## src/rtl/uart_vector_parser_if.sv

```systemverilog
// Byte-stream input and record-stream output of the UART vector parser.
// The source/consumer side (master) drives the byte strobe and ready; the parser (slave) drives the rest.
interface uart_vector_parser_if;
  logic        i_Rx_DV;
  logic [7:0]  i_Rx_Byte;
  logic        o_Point_Valid;
  logic        i_Point_Ready;
  logic [31:0] o_Point_Data;
  logic        o_Point_Eof;
  logic        o_Overflow;
  logic        o_Sync_Err;

  modport master (
    output i_Rx_DV, i_Rx_Byte, i_Point_Ready,
    input  o_Point_Valid, o_Point_Data, o_Point_Eof, o_Overflow, o_Sync_Err
  );

  modport slave (
    input  i_Rx_DV, i_Rx_Byte, i_Point_Ready,
    output o_Point_Valid, o_Point_Data, o_Point_Eof, o_Overflow, o_Sync_Err
  );
endinterface

```

## src/rtl/uart_vector_parser.sv

```systemverilog
// Frames UART bytes into 32-bit vector records after a zero-byte preamble and
// queues them in a first-word-fall-through FIFO with valid/ready output.
//
// state     | meaning
// ST_HUNT   | counting consecutive 0x00 bytes, everything else discarded
// ST_SYNCED | preamble seen, waiting for the first non-zero record byte
// ST_RECORD | assembling 4-byte records MSB-first
module uart_vector_parser #(
  parameter int SYNC_LEN     = 4,
  parameter int TIMEOUT_CLKS = 4096,
  parameter int DEPTH        = 16
) (
  input logic                 i_Clock,
  input logic                 i_Rst_n,
  uart_vector_parser_if.slave bus
);

  localparam int          ZCNT_W   = $clog2(SYNC_LEN + 1);
  localparam int          TMR_W    = ($clog2(TIMEOUT_CLKS) > 0) ? $clog2(TIMEOUT_CLKS) : 1;
  localparam int          PTR_W    = $clog2(DEPTH);
  localparam int          CNT_W    = PTR_W + 1;
  localparam logic [31:0] EOF_WORD = 32'h0101_0101;
  localparam logic [TMR_W-1:0]  TMR_LOAD  = TMR_W'(TIMEOUT_CLKS - 1);
  localparam logic [ZCNT_W-1:0] ZCNT_LAST = ZCNT_W'(SYNC_LEN - 1);
  localparam logic [CNT_W-1:0]  CNT_FULL  = CNT_W'(DEPTH);

  typedef enum logic [1:0] {
    ST_HUNT   = 2'd0,
    ST_SYNCED = 2'd1,
    ST_RECORD = 2'd2
  } state_t;

  state_t            state_q, state_d;
  logic [ZCNT_W-1:0] zcnt_q, zcnt_d;
  logic [1:0]        idx_q, idx_d;
  logic [23:0]       partial_q, partial_d;
  logic [TMR_W-1:0]  timer_q, timer_d;
  logic              sync_err_q, sync_err_d;

  logic              dv;
  logic [7:0]        rx_byte;
  logic [31:0]       rec_word;
  logic              push, push_eof, timed_out;

  assign dv       = bus.i_Rx_DV;
  assign rx_byte  = bus.i_Rx_Byte;
  assign rec_word = {partial_q, rx_byte};

  always_ff @(posedge i_Clock) begin
    if (!i_Rst_n) begin
      state_q    <= ST_HUNT;
      zcnt_q     <= '0;
      idx_q      <= '0;
      partial_q  <= '0;
      timer_q    <= '0;
      sync_err_q <= 1'b0;
    end else begin
      state_q    <= state_d;
      zcnt_q     <= zcnt_d;
      idx_q      <= idx_d;
      partial_q  <= partial_d;
      timer_q    <= timer_d;
      sync_err_q <= sync_err_d;
    end
  end

  always_comb begin
    state_d    = state_q;
    zcnt_d     = zcnt_q;
    idx_d      = idx_q;
    partial_d  = partial_q;
    timer_d    = timer_q;
    push       = 1'b0;
    push_eof   = 1'b0;
    sync_err_d = 1'b0;

    // Inter-byte timer only runs once synced; any byte reloads it.
    timed_out = (state_q != ST_HUNT) && !dv && (timer_q == '0);
    if (state_q != ST_HUNT && !dv && timer_q != '0) begin
      timer_d = timer_q - 1'b1;
    end

    case (state_q)
      ST_HUNT: begin
        if (dv) begin
          if (rx_byte == 8'h00) begin
            if (zcnt_q == ZCNT_LAST) begin
              state_d = ST_SYNCED;
              zcnt_d  = '0;
              timer_d = TMR_LOAD;
            end else begin
              zcnt_d = zcnt_q + 1'b1;
            end
          end else begin
            zcnt_d = '0;
          end
        end
      end
      ST_SYNCED: begin
        if (dv) begin
          timer_d = TMR_LOAD;
          if (rx_byte != 8'h00) begin
            partial_d = {16'h0000, rx_byte};
            idx_d     = 2'd1;
            state_d   = ST_RECORD;
          end
        end
      end
      ST_RECORD: begin
        if (dv) begin
          timer_d = TMR_LOAD;
          if (idx_q == 2'd3) begin
            push      = 1'b1;
            idx_d     = 2'd0;
            partial_d = '0;
            if (rec_word == EOF_WORD) begin
              push_eof = 1'b1;
              state_d  = ST_HUNT;
              zcnt_d   = '0;
            end
          end else begin
            partial_d = {partial_q[15:0], rx_byte};
            idx_d     = idx_q + 1'b1;
          end
        end
      end
      default: begin
        state_d = ST_HUNT;
      end
    endcase

    if (timed_out) begin
      state_d    = ST_HUNT;
      zcnt_d     = '0;
      idx_d      = '0;
      partial_d  = '0;
      sync_err_d = 1'b1;
    end
  end

  // Record FIFO, first-word-fall-through; storage is not reset.
  logic [32:0]      mem [DEPTH];
  logic [PTR_W-1:0] rd_ptr, wr_ptr;
  logic [CNT_W-1:0] count;
  logic             overflow_q;
  logic             valid, pop, full, wr_en;
  logic [32:0]      head;

  assign valid = (count != '0);
  assign full  = (count == CNT_FULL);
  assign pop   = valid && bus.i_Point_Ready;
  assign wr_en = push && (!full || pop);
  assign head  = mem[rd_ptr];

  always_ff @(posedge i_Clock) begin
    if (wr_en) begin
      mem[wr_ptr] <= {push_eof, rec_word};
    end
  end

  always_ff @(posedge i_Clock) begin
    if (!i_Rst_n) begin
      rd_ptr     <= '0;
      wr_ptr     <= '0;
      count      <= '0;
      overflow_q <= 1'b0;
    end else begin
      if (wr_en) begin
        wr_ptr <= wr_ptr + 1'b1;
      end
      if (pop) begin
        rd_ptr <= rd_ptr + 1'b1;
      end
      case ({wr_en, pop})
        2'b10:   count <= count + 1'b1;
        2'b01:   count <= count - 1'b1;
        default: count <= count;
      endcase
      if (push && !wr_en) begin
        overflow_q <= 1'b1;
      end
    end
  end

  assign bus.o_Point_Valid = valid;
  assign bus.o_Point_Data  = valid ? head[31:0] : 32'h0;
  assign bus.o_Point_Eof   = valid ? head[32] : 1'b0;
  assign bus.o_Overflow    = overflow_q;
  assign bus.o_Sync_Err    = sync_err_q;

endmodule

```

## src/flat_wrapper.sv

```systemverilog
// flat-port wrapper written by rule: the top's interface ports become plain ports
module uart_vector_parser_flat 
#(
  parameter int SYNC_LEN     = 4,
  parameter int TIMEOUT_CLKS = 4096,
  parameter int DEPTH        = 16
)
  (i_Clock, i_Rst_n, bus_i_Rx_DV, bus_i_Rx_Byte, bus_i_Point_Ready, bus_o_Point_Valid, bus_o_Point_Data, bus_o_Point_Eof, bus_o_Overflow, bus_o_Sync_Err);
  uart_vector_parser_if bus_i ();
  input logic i_Clock;
  input logic i_Rst_n;
  input wire logic [$bits(bus_i.i_Rx_DV)-1:0] bus_i_Rx_DV;
  input wire logic [$bits(bus_i.i_Rx_Byte)-1:0] bus_i_Rx_Byte;
  input wire logic [$bits(bus_i.i_Point_Ready)-1:0] bus_i_Point_Ready;
  output wire logic [$bits(bus_i.o_Point_Valid)-1:0] bus_o_Point_Valid;
  output wire logic [$bits(bus_i.o_Point_Data)-1:0] bus_o_Point_Data;
  output wire logic [$bits(bus_i.o_Point_Eof)-1:0] bus_o_Point_Eof;
  output wire logic [$bits(bus_i.o_Overflow)-1:0] bus_o_Overflow;
  output wire logic [$bits(bus_i.o_Sync_Err)-1:0] bus_o_Sync_Err;
  assign bus_i.i_Rx_DV = bus_i_Rx_DV;
  assign bus_i.i_Rx_Byte = bus_i_Rx_Byte;
  assign bus_i.i_Point_Ready = bus_i_Point_Ready;
  assign bus_o_Point_Valid = bus_i.o_Point_Valid;
  assign bus_o_Point_Data = bus_i.o_Point_Data;
  assign bus_o_Point_Eof = bus_i.o_Point_Eof;
  assign bus_o_Overflow = bus_i.o_Overflow;
  assign bus_o_Sync_Err = bus_i.o_Sync_Err;
  uart_vector_parser #(.SYNC_LEN(SYNC_LEN), .TIMEOUT_CLKS(TIMEOUT_CLKS), .DEPTH(DEPTH)) u_core (.i_Clock(i_Clock), .i_Rst_n(i_Rst_n), .bus(bus_i));
endmodule
```

## config.mk

```make
export PLATFORM = sky130hd
export DESIGN_NAME = uart_vector_parser_flat
export DESIGN_NICKNAME = d
export VERILOG_FILES = /design/src/rtl/uart_vector_parser_if.sv /design/src/rtl/uart_vector_parser.sv /design/src/flat_wrapper.sv
export SDC_FILE = /design/constraint.sdc
export NUM_CORES = 1
export LEC_CHECK = 0
export CORE_UTILIZATION = 45
export DETAILED_ROUTE_END_ITERATION = 7
export PLACE_DENSITY = 0.6
export REMOVE_ABC_BUFFERS = 1
export SYNTH_ARGS = -nofsm -noshare
export SYNTH_HDL_FRONTEND = slang
export SYNTH_SLANG_ARGS = --single-unit
```

## constraint.sdc

```tcl
create_clock -name i_Clock -period 8.8 [get_ports i_Clock]
set_input_delay 2.2 -clock i_Clock [delete_from_list [all_inputs] [get_ports i_Clock]]
set_output_delay 2.2 -clock i_Clock [all_outputs]
set_load 0.01 [all_outputs]
```

==> impl_metrics.prom <==
# TYPE chip_impl_metric gauge
chip_impl_info{name="run_status",value="finished, final reports clean"} 1
chip_impl_metric{name="final_instance_count_excl_fillers",unit=""} 1936
chip_impl_metric{name="cts.clk_slew.worst_paths",unit="ps"} 60
chip_impl_metric{name="grt_start_max_net_pins",unit=""} 79
chip_impl_metric{name="fin_util",unit="%"} 52.5
chip_impl_metric{name="overflow",unit=""} 0
chip_impl_metric{name="footprint_of_the_multi_input_gates",unit="sq um"} 5730
chip_impl_metric{name="final.fill_count",unit=""} 3933
chip_impl_metric{name="timing.final.crit_share",unit="%"} 67.1
chip_impl_metric{name="total_leakage_power",unit="nW"} 8.10
chip_impl_metric{name="final_layout_size_suffix_gt1_share",unit="%"} 24.8
chip_impl_metric{name="final_antenna_net_count",unit=""} 0
chip_impl_metric{name="hold_violations",unit=""} 0
chip_impl_metric{name="postPlaceCellArea",unit="sq um"} 24400
chip_impl_metric{name="maxSlewHeadroom",unit="%"} 20.8
chip_impl_metric{name="ff_latch_area",unit="sq um"} 17100
chip_impl_metric{name="boundaryPins",unit=""} 48
chip_impl_info{name="critical-path-slowest-cell",value="dfxtp_4"} 1
chip_impl_metric{name="final_max_slew_viol_count",unit=""} 0
chip_impl_metric{name="clk_path_buf_depth",unit=""} 3
chip_impl_metric{name="fp.dieArea",unit="sq um"} 52200
chip_impl_metric{name="io_buffer_count",unit=""} 47
chip_impl_metric{name="min_period",unit="ps"} 5910
chip_impl_metric{name="grt_first_pass_wirelength",unit="microns"} 74000
chip_impl_metric{name="number_of_synthesized_flops_with_an_enable_pin",unit=""} 528
chip_impl_metric{name="numCtsBuffers",unit=""} 59
chip_impl_metric{name="final_net_count",unit=""} 1244
chip_impl_metric{name="die_width",unit="microns"} 228
chip_impl_metric{name="dp.cells",unit=""} 1825
chip_impl_metric{name="count_of_different_cell_masters_after_synthesis",unit=""} 54
chip_impl_metric{name="grt_util_all_layers",unit="%"} 19.2
chip_impl_metric{name="stdcell_area",unit="sq um"} 26500
chip_impl_metric{name="drt_pass1_iterations",unit=""} 7
chip_impl_metric{name="worstPathMaxFanout",unit=""} 32
chip_impl_metric{name="post_cts_hold_buffer_count",unit=""} 0
chip_impl_metric{name="yosys_register_bits",unit=""} 590
chip_impl_metric{name="crit_arrival",unit="ps"} 3710
chip_impl_metric{name="vias_after_detailed_routing",unit=""} 11014
chip_impl_metric{name="cts_sinks",unit=""} 590
chip_impl_info{name="cts_tree",value="done"} 1
chip_impl_metric{name="setup-tns-final",unit="ps"} 0
chip_impl_info{name="cts-root-buf",value="clkbuf_16"} 1
chip_impl_info{name="timing.critical_path.max_delay_family",value="buffers and inverters"} 1
chip_impl_metric{name="worstPathRequired",unit="ps"} 6600
chip_impl_info{name="critPathKind",value="reg2out"} 1
chip_impl_metric{name="yosys_warnings",unit=""} 0
chip_impl_metric{name="cts_resized",unit=""} 0
chip_impl_metric{name="die_y",unit="microns"} 228
chip_impl_metric{name="cts_setup_buffers",unit=""} 0
chip_impl_metric{name="syn_area_per_cell",unit="sq um"} 20.2
chip_impl_metric{name="worst_hold_slack",unit="ps"} 437
chip_impl_info{name="worstSetupEndpointType",value="output port"} 1
chip_impl_metric{name="via_per_inst",unit=""} 5.69
chip_impl_metric{name="synthArstFlopShare",unit="%"} 0
chip_impl_info{name="worstPathCellList",value="buf_4 > mux4_2 > mux4_2 > and2_1 > clkdlybuf4s50_1"} 1
chip_impl_metric{name="drcViolationCount",unit=""} 0
chip_impl_metric{name="postRouteWirelength",unit="microns"} 48700
chip_impl_metric{name="syn-instance-count",unit=""} 1142
chip_impl_metric{name="slew_at_the_pin_with_the_worst_max_slew_slack",unit="ps"} 1180
chip_impl_metric{name="wire_per_inst",unit="microns"} 25.1
chip_impl_metric{name="syn_area",unit="sq um"} 23100
chip_impl_metric{name="fmax",unit="MHz"} 169
chip_impl_info{name="rsz0062_at_grt",value="no"} 1
chip_impl_metric{name="initialDrtViolationCount",unit=""} 1074
chip_impl_metric{name="h_tree_depth",unit=""} 2
chip_impl_metric{name="synth_seq_area_share",unit="%"} 74.1
chip_impl_metric{name="antenna_found_initial",unit=""} 0
chip_impl_metric{name="post_route_skew",unit="ps"} 30.3
chip_impl_metric{name="antenna_cells_inserted",unit=""} 0
chip_impl_info{name="holdCritPathClass",value="reg2reg"} 1
chip_impl_metric{name="setup_viols_final",unit=""} 0
chip_impl_metric{name="critical_path.n_buffers_inverters",unit=""} 2
chip_impl_metric{name="synthesis_to_finish_area_growth",unit="%"} 14.7
chip_impl_metric{name="clk_latency",unit="ps"} 630
chip_impl_info{name="worst_setup_path_start_kind",value="register"} 1
chip_impl_metric{name="routability_cong",unit=""} 0.727
chip_impl_metric{name="placementRows",unit=""} 82
chip_impl_metric{name="vdd.ir_drop.worst",unit="V"} 0.000149
chip_impl_metric{name="vias_in_the_first_global_route",unit=""} 11645
chip_impl_info{name="synth-main-ff-cell",value="edfxtp_1"} 1
chip_impl_metric{name="cpPeakStageDelay",unit="ps"} 660
chip_impl_metric{name="effective_utilization_at_floorplan",unit="%"} 45.8
chip_impl_metric{name="fp.coreArea",unit="sq um"} 50400
chip_impl_metric{name="pwr_density_cell",unit="nW/um^2"} 212
chip_impl_metric{name="dp_hpwl",unit="microns"} 27100
chip_impl_info{name="timing.critical_path.mode_cell",value="mux4_2"} 1
chip_impl_metric{name="maxCapViolations",unit=""} 0
layout make-up:
class                           count  area share (%)
Sequential cell                   590            64.7
Multi-Input combinational cell    474            21.7
Clock buffer                       86            6.53
Tap cell                          672            3.18
Timing Repair Buffer               73            2.61
Clock inverter                     25            1.11
Inverter                           16           0.227
worst paths after layout:
kind         slack [ps]                    to  cells after the start         startpoint
min                 440      u_core.zcnt_q[2]                      2   u_core.zcnt_q[2]
max                2890  bus_o_Point_Data[28]                      5           register
min reg2reg         440      u_core.zcnt_q[2]                      2   u_core.zcnt_q[2]
max reg2reg        5030     u_core.mem[11][1]                      7  u_core.state_q[0]
flip-flops by register name, summed over array words and instances (netlist names), named ones only:
name / flops
u_core.mem: 528
u_core.partial_q: 24
u_core.timer_q: 12
u_core.count: 5
u_core.rd_ptr: 4
u_core.wr_ptr: 4
u_core.zcnt_q: 3
u_core.idx_q: 2
u_core.state_q: 2
u_core.bus.o_Overflow: 1
u_core.bus.o_Sync_Err: 1
worst min-delay path, cell delays in order, from the launching register on:
cell and delay [ps]:
dfxtp_1 310, nand2_1 50, a31oi_1 30
power by group:
part           internal, mW  switching, mW
sequential             3.01       0.000247
clock                  1.51           1.05
combinational       0.00693         0.0190
per-layer routing:
layer	share of wire, %	track usage [%]	vias to the layer above
met2	49	30.8	260
met4	1.8	5.18	0
met5	0	0	-
li1	-	-	4822
met3	4.7	3.17	62
met1	45	27.3	5870
cells by family after synthesis:
family,share of synthesized area (%)
AO/OA/AOI/OAI,2.02
adder cells (fa/ha/maj),1.01
flip-flops,74.1
multiplexers,16.2
AND/OR/NAND/NOR,4.40
XOR/XNOR,0.683
buffers and inverters,1.58
cells in the mapped netlist (3+ instances only):
library cell / n / share of area, %
a21oi_1: 41 / 0.89
a31oi_1: 8 / 0.22
and2_1: 42 / 1.1
buf_1: 10 / 0.16
buf_2: 6 / 0.13
buf_4: 10 / 0.33
clkbuf_1: 32 / 0.52
dfxtp_1: 62 / 5.4
edfxtp_1: 528 / 69
ha_1: 17 / 0.92
inv_1: 16 / 0.26
mux4_2: 165 / 16
nand2_1: 46 / 0.75
nand2b_1: 5 / 0.14
nand3_1: 33 / 0.72
nand4_1: 3 / 0.081
nor2_1: 22 / 0.36
nor2b_1: 6 / 0.16
nor3_1: 9 / 0.20
nor4_1: 7 / 0.19
o21a_1: 3 / 0.098
o21ai_0: 9 / 0.20
o31ai_1: 4 / 0.13
or4_1: 5 / 0.16
xnor2_1: 8 / 0.30
xor2_1: 10 / 0.38
cell usage in the layout (no fill, tap or decap), types with 3 or more instances in the layout:
master	instances
ha_1	17
bufinv_16	5
inv_1	16
a21oi_1	41
mux4_2	165
nand3_1	33
o21a_1	3
clkinv_1	5
or4_1	5
edfxtp_1	528
o31ai_1	4
buf_4	24
nor2_4	12
nand2_1	45
clkbuf_16	59
nor4_1	7
xnor2_1	8
dfxtp_1	58
clkbuf_8	15
clkdlybuf4s50_1	47
xor2_1	10
nor3_1	5
nor2b_1	6
nand4_1	3
nor2_1	10
clkbuf_1	12
clkinv_2	9
and2_1	42
nand2b_1	5
nor3_2	4
o21ai_0	9
a31oi_1	8
through the flow:
stage               total power, mW  worst slack [ps]
CTS                            5.64              2770
finish                         5.60              2890
floorplan                      3.08              -158
detailed placement             3.10              3080
global placement               3.10              3160
global route                   5.75              2660
No activity file was read; power rests on OpenSTA's default activity.
